### config.mk
export PLATFORM = sky130hd
export DESIGN_NAME = relu_backprop_flat
export DESIGN_NICKNAME = d
export VERILOG_FILES = /design/src/rtl/relu_backprop_pkg.sv /design/src/rtl/relu_backprop_if.sv /design/src/rtl/relu_backprop_mask_fifo.sv /design/src/rtl/relu_backprop.sv /design/src/flat_wrapper.sv
export SDC_FILE = /design/constraint.sdc
export NUM_CORES = 1
export LEC_CHECK = 0
export CAP_MARGIN = 0
export CORE_MARGIN = 4
export CORE_UTILIZATION = 45
export CTS_CLUSTER_SIZE = 14
export DETAILED_ROUTE_END_ITERATION = 10
export PLACE_DENSITY = 0.83
export SLEW_MARGIN = 25
export SYNTH_ARGS = -nofsm -noshare
export SYNTH_HDL_FRONTEND = slang
export SYNTH_SLANG_ARGS = --single-unit
### constraint.sdc
create_clock -name clock_i -period 3.9 [get_ports clock_i]
set_input_delay 0.78 -clock clock_i [delete_from_list [all_inputs] [get_ports clock_i]]
set_output_delay 0.78 -clock clock_i [all_outputs]
set_load 0.005 [all_outputs]
### src/rtl/relu_backprop_pkg.sv
// Shared definitions for the relu backward-pass block: lane width and the
// per-lane relu sign test / gradient gate used by the top level.
package relu_backprop_pkg;

    localparam int LANE_W = 8;

    // A lane survives relu only when it is strictly positive as a signed byte.
    function automatic logic lane_active(input logic signed [LANE_W-1:0] lane);
        return ~lane[LANE_W-1] & (|lane[LANE_W-2:0]);
    endfunction

    function automatic logic [LANE_W-1:0] lane_gate(input logic keep,
                                                    input logic signed [LANE_W-1:0] lane);
        return keep ? lane : '0;
    endfunction

endpackage

### src/rtl/relu_backprop_if.sv
// Forward-vector, gradient and gated-output handshakes of relu_backprop.
interface relu_backprop_if
    import relu_backprop_pkg::*;
#(
    parameter int SIZE = 4
);
    logic                   fwd_valid;
    logic [LANE_W*SIZE-1:0] fwd_in;
    logic                   fwd_ready;
    logic                   grad_valid;
    logic [LANE_W*SIZE-1:0] grad_in;
    logic                   grad_ready;
    logic                   out_valid;
    logic [LANE_W*SIZE-1:0] out_data;
    logic                   out_ready;

    modport master (
        output fwd_valid, fwd_in, grad_valid, grad_in, out_ready,
        input  fwd_ready, grad_ready, out_valid, out_data
    );

    modport slave (
        input  fwd_valid, fwd_in, grad_valid, grad_in, out_ready,
        output fwd_ready, grad_ready, out_valid, out_data
    );
endinterface

### src/rtl/relu_backprop_mask_fifo.sv
// W-bit x DEPTH synchronous FIFO holding relu sign masks; clear has priority
// over push and pop, and the count is derived from the accepted operations.
module relu_mask_fifo #(
    parameter int W     = 4,
    parameter int DEPTH = 8,
    localparam int PTR_W = $clog2(DEPTH),
    localparam int CNT_W = $clog2(DEPTH + 1)
) (
    input  logic             clk_i,
    input  logic             rst_ni,
    input  logic             clear_i,
    input  logic             push_i,
    input  logic [W-1:0]     wdata_i,
    input  logic             pop_i,
    output logic [W-1:0]     rdata_o,
    output logic             full_o,
    output logic             empty_o,
    output logic [CNT_W-1:0] count_o
);
    logic [W-1:0]     mem_q [DEPTH];
    logic [PTR_W-1:0] wr_q, wr_d, rd_q, rd_d;
    logic [CNT_W-1:0] count_q, count_d;
    logic             push_ok, pop_ok;

    assign full_o  = (count_q == CNT_W'(DEPTH));
    assign empty_o = (count_q == '0);
    assign push_ok = push_i & ~full_o & ~clear_i;
    assign pop_ok  = pop_i & ~empty_o & ~clear_i;

    always_comb begin
        wr_d    = wr_q;
        rd_d    = rd_q;
        count_d = count_q;
        if (clear_i) begin
            wr_d    = '0;
            rd_d    = '0;
            count_d = '0;
        end else begin
            if (push_ok) wr_d = wr_q + PTR_W'(1);
            if (pop_ok)  rd_d = rd_q + PTR_W'(1);
            unique case ({push_ok, pop_ok})
                2'b10:   count_d = count_q + CNT_W'(1);
                2'b01:   count_d = count_q - CNT_W'(1);
                default: count_d = count_q;
            endcase
        end
    end

    always_ff @(posedge clk_i or negedge rst_ni) begin
        if (!rst_ni) begin
            wr_q    <= '0;
            rd_q    <= '0;
            count_q <= '0;
        end else begin
            wr_q    <= wr_d;
            rd_q    <= rd_d;
            count_q <= count_d;
        end
    end

    // Storage needs no reset: only entries between the pointers are ever read.
    always_ff @(posedge clk_i) begin
        if (push_ok) mem_q[wr_q] <= wdata_i;
    end

    assign rdata_o = mem_q[rd_q];
    assign count_o = count_q;

endmodule

### src/rtl/relu_backprop.sv
// Backward pass of relu: stores a sign mask per forward vector and zeroes the
// gradient lanes whose forward input was not strictly positive.
module relu_backprop
    import relu_backprop_pkg::*;
#(
    parameter int SIZE  = 4,
    parameter int DEPTH = 8,
    localparam int CNT_W = $clog2(DEPTH + 1)
) (
    input  logic             clock_i,
    input  logic             reset_i,
    input  logic             clear_i,
    relu_backprop_if.slave   bus,
    output logic [CNT_W-1:0] mask_count_o
);
    localparam int VEC_W = LANE_W * SIZE;

    logic [SIZE-1:0]  fwd_mask, pop_mask;
    logic [VEC_W-1:0] gated;
    logic             fifo_full, fifo_empty, push, pop;
    logic [VEC_W-1:0] out_q, out_d;
    logic             out_valid_q, out_valid_d;

    always_comb begin
        fwd_mask = '0;
        gated    = '0;
        for (int i = 0; i < SIZE; i++) begin
            fwd_mask[i] = lane_active(bus.fwd_in[i*LANE_W +: LANE_W]);
            gated[i*LANE_W +: LANE_W] = lane_gate(pop_mask[i], bus.grad_in[i*LANE_W +: LANE_W]);
        end
    end

    assign bus.fwd_ready = ~fifo_full;
    // A clear discards this cycle's pop, so no gradient is taken alongside it.
    assign bus.grad_ready = ~fifo_empty & (~out_valid_q | bus.out_ready) & ~clear_i;
    assign push = bus.fwd_valid & bus.fwd_ready;
    assign pop  = bus.grad_valid & bus.grad_ready;

    relu_mask_fifo #(
        .W     (SIZE),
        .DEPTH (DEPTH)
    ) u_fifo (
        .clk_i   (clock_i),
        .rst_ni  (reset_i),
        .clear_i (clear_i),
        .push_i  (push),
        .wdata_i (fwd_mask),
        .pop_i   (pop),
        .rdata_o (pop_mask),
        .full_o  (fifo_full),
        .empty_o (fifo_empty),
        .count_o (mask_count_o)
    );

    always_comb begin
        out_d       = out_q;
        out_valid_d = out_valid_q;
        if (pop) begin
            out_d       = gated;
            out_valid_d = 1'b1;
        end else if (bus.out_ready) begin
            out_valid_d = 1'b0;
        end
    end

    always_ff @(posedge clock_i or negedge reset_i) begin
        if (!reset_i) begin
            out_q       <= '0;
            out_valid_q <= 1'b0;
        end else begin
            out_q       <= out_d;
            out_valid_q <= out_valid_d;
        end
    end

    assign bus.out_valid = out_valid_q;
    assign bus.out_data  = out_q;

endmodule

### src/flat_wrapper.sv
// flat-port wrapper written by rule: the top's interface ports become plain ports
module relu_backprop_flat import relu_backprop_pkg::*;
#(
    parameter int SIZE  = 4,
    parameter int DEPTH = 8,
    localparam int CNT_W = $clog2(DEPTH + 1)
)
  (clock_i, reset_i, clear_i, mask_count_o, bus_fwd_valid, bus_fwd_in, bus_grad_valid, bus_grad_in, bus_out_ready, bus_fwd_ready, bus_grad_ready, bus_out_valid, bus_out_data);
  relu_backprop_if #(.SIZE(SIZE)) bus_i ();
  input  logic clock_i;
  input  logic reset_i;
  input  logic clear_i;
  output logic [CNT_W-1:0] mask_count_o;
  input wire logic [$bits(bus_i.fwd_valid)-1:0] bus_fwd_valid;
  input wire logic [$bits(bus_i.fwd_in)-1:0] bus_fwd_in;
  input wire logic [$bits(bus_i.grad_valid)-1:0] bus_grad_valid;
  input wire logic [$bits(bus_i.grad_in)-1:0] bus_grad_in;
  input wire logic [$bits(bus_i.out_ready)-1:0] bus_out_ready;
  output wire logic [$bits(bus_i.fwd_ready)-1:0] bus_fwd_ready;
  output wire logic [$bits(bus_i.grad_ready)-1:0] bus_grad_ready;
  output wire logic [$bits(bus_i.out_valid)-1:0] bus_out_valid;
  output wire logic [$bits(bus_i.out_data)-1:0] bus_out_data;
  assign bus_i.fwd_valid = bus_fwd_valid;
  assign bus_i.fwd_in = bus_fwd_in;
  assign bus_i.grad_valid = bus_grad_valid;
  assign bus_i.grad_in = bus_grad_in;
  assign bus_i.out_ready = bus_out_ready;
  assign bus_fwd_ready = bus_i.fwd_ready;
  assign bus_grad_ready = bus_i.grad_ready;
  assign bus_out_valid = bus_i.out_valid;
  assign bus_out_data = bus_i.out_data;
  relu_backprop #(.SIZE(SIZE), .DEPTH(DEPTH)) u_core (.clock_i(clock_i), .reset_i(reset_i), .clear_i(clear_i), .bus(bus_i), .mask_count_o(mask_count_o));
endmodule
==> Word-level counts from Yosys, hierarchy flattened <==
Memories as Yosys holds them, arrays and structs flattened.
Cells that the tools add are included.
{ "word_totals": {"memories": 1, "mem_bits_rw": 32, "ff_bits": 43} }
{ "memory_table": {"columns": ["name", "depth", "width", "rd", "rd_clocked_by_memory_dff", "write_ports", "line_no", "source"], "rows": [
  ["u_core.u_fifo.mem_q", 8, 4, 1, 0, 1, "relu_backprop_mask_fifo.sv:20", "logic [W-1:0] mem_q [DEPTH];"]
]} }
{ "classes": {"add_sub_neg": 4, "n_mux": 14, "eq_ne": 3, "reduce_logical": 9, "bitwise": 21} }
{ "ops": {"columns": ["op", "count"], "rows": [
  ["2-to-1 mux 8 bit", 4],
  ["OR reduction 7 bit", 4],
  ["bitwise AND 1 bit", 12],
  ["2-to-1 mux 3 bit", 4],
  ["NOT 1 bit", 8],
  ["case mux 4 bit (2 select lines)", 1],
  ["adder 3 x 1 -> 3 bit (second input constant)", 2],
  ["nonzero test 2 bit", 3],
  ["adder 4 x 1 -> 4 bit (second input constant)", 1],
  ["== test 4 bit (second input constant)", 1],
  ["logical NOT 4 bit", 1],
  ["2-to-1 mux 1 bit", 4],
  ["2-to-1 mux 4 bit", 1],
  ["subtractor 4 x 1 -> 4 bit (second input constant)", 1],
  ["nonzero test 3 bit", 1],
  ["== test 2 x 1 -> 1 bit (second input constant)", 1],
  ["== test 2 bit (second input constant)", 1],
  ["OR 1 bit", 1]
]} }

==> Longest topological paths before layout <==
{ "logic_depth": {"word_depth": 10, "mapped_depth": 10, "depth_no_buf": 9} }

==> Modules after synthesis <==
From an unflattened synthesis, not the netlist that was laid out.
{ "hier_totals": {"hier_cells": 279, "hier_area_um2": 3503.4} }
{ "by_module_without_submodules": {"columns": ["module", "cells_each", "seq_area_each_um2", "area_each_um2", "instances"], "rows": [
  ["relu_mask_fifo", 123, 1211.2, 1919.3, 1],
  ["relu_backprop", 156, 825.8, 1584.0, 1]
]} }

==> Worst setup path before layout <==
Ideal clock, no wire load.
{ "synth_timing": {"path_kind": "input port to flip-flop", "start": "in bus_grad_valid", "end": "reg u_core.u_fifo.count_q[3], in the netlist u_core.u_fifo.count_o[3]", "required_time_ns": 3.765, "slack_ns": 1.150, "path_buffers": 1, "setup_ns": 0.135, "cell_stages": 10, "arrival_time_ns": 2.614, "cell_sequence": "nor2b_1 nand3_4 buf_1 nor2_1 ha_1 a21o_2 a21oi_1 and3_1 o21ai_0 nor3b_2"} }
{ "synth_between": {"elab_chain_len": 6} }
{ "synth_rtl": {"columns": ["item", "line_no", "source"], "rows": [
  ["from (decl)", "flat_wrapper.sv:16", "input wire logic [$bits(bus_i.grad_valid)-1:0] bus_grad_valid;"],
  ["bitwise AND 1 bit *", "relu_backprop.sv:37", "assign pop = bus.grad_valid & bus.grad_ready;"],
  ["bitwise AND 1 bit * (2 in a row)", "relu_backprop_mask_fifo.sv:28", "assign pop_ok = pop_i & ~empty_o & ~clear_i;"],
  ["== test 2 x 1 -> 1 bit / == test 2 bit (equally long branches)", "relu_backprop_mask_fifo.sv:41", "unique case ({push_ok, pop_ok})"],
  ["case mux 4 bit (2 select lines)", "relu_backprop_mask_fifo.sv:41", null],
  ["2-to-1 mux 4 bit", "relu_backprop_mask_fifo.sv:34", "if (clear_i) begin"],
  ["to (signal assigned)", "relu_backprop_mask_fifo.sv:57", "count_q <= count_d;"],
  ["to (decl)", "relu_backprop_mask_fifo.sv:22", "logic [CNT_W-1:0] count_q, count_d;"]
]} }
Mark *: on every way between the ends. The rest lies on a longest branch, timed or not.
A chain may end at the register's enable or synchronous reset.

==> Worst setup path in the final report <==
{ "layout_timing": {"start": "in bus_out_ready", "end": "out bus_grad_ready"} }
{ "layout_between": {"elab_chain_len": 3} }
{ "layout_rtl": {"columns": ["item", "line_no", "source"], "rows": [
  ["from (decl)", "flat_wrapper.sv:18", "input wire logic [$bits(bus_i.out_ready)-1:0] bus_out_ready;"],
  ["OR 1 bit", "relu_backprop.sv:35", "assign bus.grad_ready = ~fifo_empty & (~out_valid_q | bus.out_ready) & ~clear_i;"],
  ["bitwise AND 1 bit (2 in a row)", "relu_backprop.sv:35", null],
  ["to (decl)", "flat_wrapper.sv:20", "output wire logic [$bits(bus_i.grad_ready)-1:0] bus_grad_ready;"]
]} }
No other way between the ends.

==> results.sh <==
export IMPL_buffer_type_at_the_clock_tree_root="clkbuf_8"
export IMPL_ctsHoldBuffers=0
export IMPL_cp_slowest_cell="clkdlybuf4s50_1"
export IMPL_hold_class="input port to async pin"
export IMPL_track_usage_pct=17.1
export IMPL_post_synth_cell_area_avg_sq_um=12.0
export IMPL_critPathCaptureType="output pin"
export IMPL_finished_layout_cells=481
export IMPL_final_antenna_net_count=0
export IMPL_p_sw_share_pct=28.5
export IMPL_slowest_delay_ps=510
export IMPL_route_detailed_wl_per_inst_microns=14.7
export IMPL_syn2layout_area_growth_pct=41.8
export IMPL_yosysTopAreaCell="dfrtp_1"
export IMPL_routed_top_layer="met4"
export IMPL_die_width_microns=92.7
export IMPL_critical_path_n_buffers_inverters=2
export IMPL_finalCriticalPeriod_ps=2910
export IMPL_finalSetupTns_ps=0
export IMPL_floorplan_initialDensity_pct=47.0
export IMPL_dieArea_sq_um=8590
export IMPL_count_of_flip_flops_with_a_built_in_enable_after_synthesis=32
export IMPL_yosysSeqAreaShare_pct=63.1
export IMPL_hpwl_microns=5240
export IMPL_vias=2439
export IMPL_outcome="finished clean"
export IMPL_synth_seq_cells=75
export IMPL_number_of_design_rule_violations_left_after_detail_routing=0
export IMPL_grt_start_max_net_pins=44
export IMPL_worst_endpoint_required_ps=3120
export IMPL_unique_cell_type_count_in_the_yosys_netlist=35
export IMPL_drt_iter0_drc=104
export IMPL_grt_setup_unrepaired="false"
export IMPL_route_met2_wl_microns=3530
export IMPL_p_leak_nw=1.91
export IMPL_yosys_warnings=0
export IMPL_netlist_area_leader_share_pct=33.3
export IMPL_cp_data_arrival_time_ps=2130
export IMPL_clock_sinks=75
export IMPL_routed_wl_met3_microns=416
export IMPL_cts_max_path_buffers=2
export IMPL_fin_nets=455
export IMPL_total_wire_length_after_detailed_routing_microns=7050
export IMPL_cts_resized=0
export IMPL_vdd_drop_max_mv=0.217
export IMPL_power_frac_seq_pct=45.5
export IMPL_timing_final_crit_share_pct=74.6
export IMPL_clock_transition_at_the_register_clock_pins_on_the_worst_setup_and_hold_paths_after_cts_ps=80
export IMPL_n_antenna_cell=0
export IMPL_maxCapViolCount=0
export IMPL_cts_setup_buffers=0
export IMPL_floorplan_io_pins=109
export IMPL_multi_input_comb_area_sq_um=1130
export IMPL_setup_violation_total_in_the_final_timing_report=0
export IMPL_wl_met1_microns=2960
export IMPL_timing_final_ws_setup_ps=992
export IMPL_clock_insertion_delay_worst_skew_ps=340
export IMPL_critPathMaxFanout=4
export IMPL_final_util_pct=66.6
export IMPL_placement_io_buffers=108
export IMPL_ff_latch_area_sq_um=2040
export IMPL_overflow=0
export IMPL_detailedPlace_worstSlack_ps=686
export IMPL_max_slew_margin_rel_pct=59.0
export IMPL_pins_over_their_slew_limit=0
export IMPL_yosys_top_cells_area="dfrtp_1 33%, edfxtp_1 30%, nand2_1 8.6%"
export IMPL_mappedNetlistNets=344
export IMPL_final_cell_mix="107 x clkdlybuf4s50_1, 74 x nand2_1, 43 x dfrtp_1, 32 x nand3_1, 32 x edfxtp_1"
export IMPL_vias_in_the_first_global_route=2421
export IMPL_placement_rows=30
export IMPL_power_share_clock_pct=22.1
export IMPL_critical_path_top_delay_family="buffers and inverters"
export IMPL_via_per_inst=5.07
export IMPL_critical_path_cell_chain="clkdlybuf4s50_1, nand2b_1, and3b_1, clkdlybuf4s50_1"
export IMPL_p_sw_mw=0.707
export IMPL_powerDensity_nw_per_um2=543
export IMPL_post_route_cells_drive_above_1_share_pct=10.6
export IMPL_async_reset_ff_share_pct=57.3
export IMPL_cts_buffers=9
export IMPL_final_common_cell="clkdlybuf4s50_1"
export IMPL_post_synth_inst_count=269
export IMPL_tritoncts="yes"
export IMPL_die_extent_in_y_microns=92.7
export IMPL_crit_top_cell="clkdlybuf4s50_1"
export IMPL_design_core_area_sq_um=6870
export IMPL_p_int_mw=1.78
export IMPL_most_used_flip_flop_cell_after_synthesis="dfrtp_1"
export IMPL_synthesized_area_sq_um=3230
export IMPL_worst_slew_pin_transition_ps=615
export IMPL_final_fill_count=497
export IMPL_report_power_total_mw=2.48
export IMPL_cts_max_level=3
export IMPL_fin_worst_skew_ps=9.30
export IMPL_number_of_optimization_iterations_in_the_first_detailed_route_pass=4
export IMPL_p_comb_share_pct=32.4
export IMPL_critPathKind="input port to output pin"
export IMPL_worstSetupStartpointType="input port"
export IMPL_timing_fmax_mhz=344
export IMPL_final_hold_fails=0
export IMPL_grt_first_pass_wirelength_microns=11500
export IMPL_final_weighted_congestion_in_routability_driven_placement=0.799
export IMPL_numPlacedInstances=465
export IMPL_grt_antenna_before_repair=0
==> cell type report <==
type | count | area share, %
Tap cell | 96 | 2.62
Multi-Input combinational cell | 183 | 24.8
Clock inverter | 5 | 0.711
Sequential cell | 75 | 44.5
Timing Repair Buffer | 111 | 24.1
Clock buffer | 11 | 3.34
==> registers in the layout (all words and copies together), names as in the netlist <==
name / cells
u_core.u_fifo.rd_q: 3
u_core.bus.out_data: 32
u_core.u_fifo.count_o: 4
u_core.bus.out_valid: 1
u_core.u_fifo.wr_q: 3
u_core.u_fifo.mem_q: 32
==> worst paths after layout <==
check | from | to | slack, ps | depth (start not counted)
max | bus_out_ready | bus_grad_ready | 990 | 4
min | reset_i | u_core.bus.out_data[31] | 410 | 1
max reg2reg | u_core.u_fifo.count_o[1] | u_core.u_fifo.count_o[3] | 1220 | 9
min reg2reg | u_core.bus.out_data[30] | u_core.bus.out_data[30] | 480 | 2
max in group asynchronous | reset_i | u_core.bus.out_data[15] | 3120 | 1
min in group clock_i | u_core.bus.out_data[30] | u_core.bus.out_data[30] | 480 | 2
==> worst register-to-register path, stage by stage (launching register included) <==
cell,delay [ps]
dfrtp_1,450
or4b_4,570
and2_4,210
nor2_1,210
ha_1,280
a21o_2,200
a21oi_1,210
and3_1,210
o21ai_0,70
nor3b_2,150
==> power groups by stage <==
stage               Combinational, mW  Clock (mW)  Sequential [mW]
finish                          0.804       0.549             1.13
detailed placement              0.813           0             1.15
floorplan                       0.310           0             1.14
global placement                0.793           0             1.14
CTS                             0.818       0.563             1.13
global route                    0.885       0.603             1.16
==> cells in the mapped netlist (all sizes together), types with 2 or more instances <==
master	count
a21oi	6
and2	2
and3	2
buf	8
clkbuf	3
dfrtp	43
edfxtp	32
ha	4
mux2	4
mux4	8
nand2	74
nand2b	4
nand3	33
nor2	15
nor3	9
nor4	4
o21ai	3
xnor2	3
xor2	2
==> layer usage <==
| metal | vias up | track usage (%) |
|---|---|---|
| met2 | 79 | 28.0 |
| met3 | 13 | 3.82 |
| met5 | - | 0 |
| li1 | 1168 | - |
| met4 | 0 | 8.42 |
| met1 | 1179 | 21.4 |
==> per-stage QoR <==
| step | instance area, sq um | hold slack [ps] |
|---|---|---|
| 3_3_place_gp | 4390 | 457 |
| 4_1_cts | 4570 | 480 |
| 3_5_place_dp | 4390 | 461 |
| 2_1_floorplan | 3230 | 470 |
| 6_report | 4580 | 415 |
| 5_1_grt | 4580 | 454 |
==> kinds of logic (layout without fill, tap and decap cells) <==
logic type | count (synthesis) | count (layout) | share of synthesized area, %
flip-flops | 75 | 75 | 63.1
AO/OA/AOI/OAI | 11 | 11 | 2.05
AND/OR/NAND/NOR | 149 | 149 | 21.7
buffers and inverters | 11 | 127 | 1.78
multiplexers | 13 | 13 | 7.29
XOR/XNOR | 5 | 5 | 1.94
adder cells (fa/ha/maj) | 5 | 5 | 2.17
Note: power is estimated with default switching activity, not from simulation.
==> RTL edit: new RTL, config.mk and constraints unchanged <==
`DEPTH` is set to 8 in 3 places; all go to 16.
--- a/src/rtl/relu_backprop_mask_fifo.sv
+++ b/src/rtl/relu_backprop_mask_fifo.sv
@@ -3,5 +3,5 @@
 module relu_mask_fifo #(
     parameter int W     = 4,
-    parameter int DEPTH = 8,
+    parameter int DEPTH = 16,
     localparam int PTR_W = $clog2(DEPTH),
     localparam int CNT_W = $clog2(DEPTH + 1)
--- a/src/rtl/relu_backprop.sv
+++ b/src/rtl/relu_backprop.sv
@@ -5,5 +5,5 @@
 #(
     parameter int SIZE  = 4,
-    parameter int DEPTH = 8,
+    parameter int DEPTH = 16,
     localparam int CNT_W = $clog2(DEPTH + 1)
 ) (
--- a/src/flat_wrapper.sv
+++ b/src/flat_wrapper.sv
@@ -3,5 +3,5 @@
 #(
     parameter int SIZE  = 4,
-    parameter int DEPTH = 8,
+    parameter int DEPTH = 16,
     localparam int CNT_W = $clog2(DEPTH + 1)
 )
Ports: changed (resized mask_count_o); port bits go from 109 to 110. The function was not compared with the original's and may differ.
==> RTL edit against the original RTL <==
- sequential cell count up 35
- routed wire length is 42% higher
- design area rose by 35%
- fmax fell by 5.0%
- clock skew grew 0.0019 ns
- synthesized cell count grew 35%
- highest routed layer unchanged
- total power grew 21%
- worst setup slack worse by 0.15 ns
- first-iteration DRC count grew 100%
- largest cell class unchanged
- area after synthesis increased by 48%
- die area grew 43%
- sequential power increased by 37%
==> RTL edit: results (changes against the original RTL) <==
| Metric | Value |
|---|---|
| Asr flop ratio synth | 0.4182 (was 0.5733) |
| Seq/total area | 0.4976 (was 0.4451) |
| # clk buffers | 12 (was 11) |
| Detail Route met3 WL | 643 um (was 416 um) |
| LEAKAGE | 2.256 nW (was 1.907 nW) |
| Maximum fanout along the worst path | 6 (was 4) |
| Power Internal | 0.002189 W (was 0.001777 W) |
| Sequential cells | 110 (was 75) |
| Dpl hpwl | 7198 um (was 5240 um) |
| ClkCell Share | 0.02978 (was 0.04046) |
| Gpl congestion | 0.8593 (was 0.7985) |
| Avg WL per Cell | 16.30 um (was 14.65 um) |
| Worst Clk Skew | 0.01123 ns (was 0.009298 ns) |
| Met2 Track Usage GR | 0.2957 (was 0.2804) |
| Least-Margin Pin Slew | 0.8990 ns (was 0.6152 ns) |
| Number of global-route vias before repair | 3,441 (was 2,421) |
| Sequential-to-total area share from yosys stat | 0.6453 (was 0.6310) |
| WL met1 | 4061 um (was 2961 um) |
| Signal buffers | 114 (was 111) |
| Inverter count | 11 (was 0) |
| Status | finished clean (unchanged) |
| Post-Layout Cell Count | 612 (was 481) |
| Top post-synthesis cells by area | edfxtp_1, dfrtp_1, mux4_2, nand2_1, o21ai_0 (was dfrtp_1, edfxtp_1, nand2_1, mux4_2, nand3_1) |
| Filler cell count | 782 (was 497) |
| GR met1 Demand/Resource | 0.2069 (was 0.2145) |
| Comb pwr share | 0.274 (was 0.324) |
| Slowest stage delay, CP | 0.58 ns (was 0.51 ns) |
| Global-route wire length before repair | 16,790 um (was 11,450 um) |
| Overall routing resource usage | 0.1672 (was 0.1710) |
| 1st-iter DRT viols | 209 (was 104) |
==> RTL edit: cells by family after synthesis <==
logic type,Yosys count,synth area share
flip-flops,110,0.6453
AND/OR/NAND/NOR,128,0.1253
buffers and inverters,27,0.02496
AO/OA/AOI/OAI,54,0.06674
multiplexers,26,0.09774
XOR/XNOR,8,0.01471
adder cells (fa/ha/maj),9,0.02522
==> RTL edit: worst paths after layout <==
check | startpoint | end | slack, ns | depth (start not counted)
min in group clock_i | u_core.bus.out_data[29] | u_core.bus.out_data[29] | 0.49 | 2
max | u_core.u_fifo.count_o[1] | u_core.u_fifo.count_o[4] | 0.84 | 10
max in group asynchronous | reset_i | u_core.u_fifo.wr_q[1] | 3.11 | 1
min | reset_i | u_core.bus.out_data[24] | 0.40 | 1
min reg2reg | u_core.bus.out_data[29] | u_core.bus.out_data[29] | 0.49 | 2
max reg2reg | u_core.u_fifo.count_o[1] | u_core.u_fifo.count_o[4] | 0.84 | 10
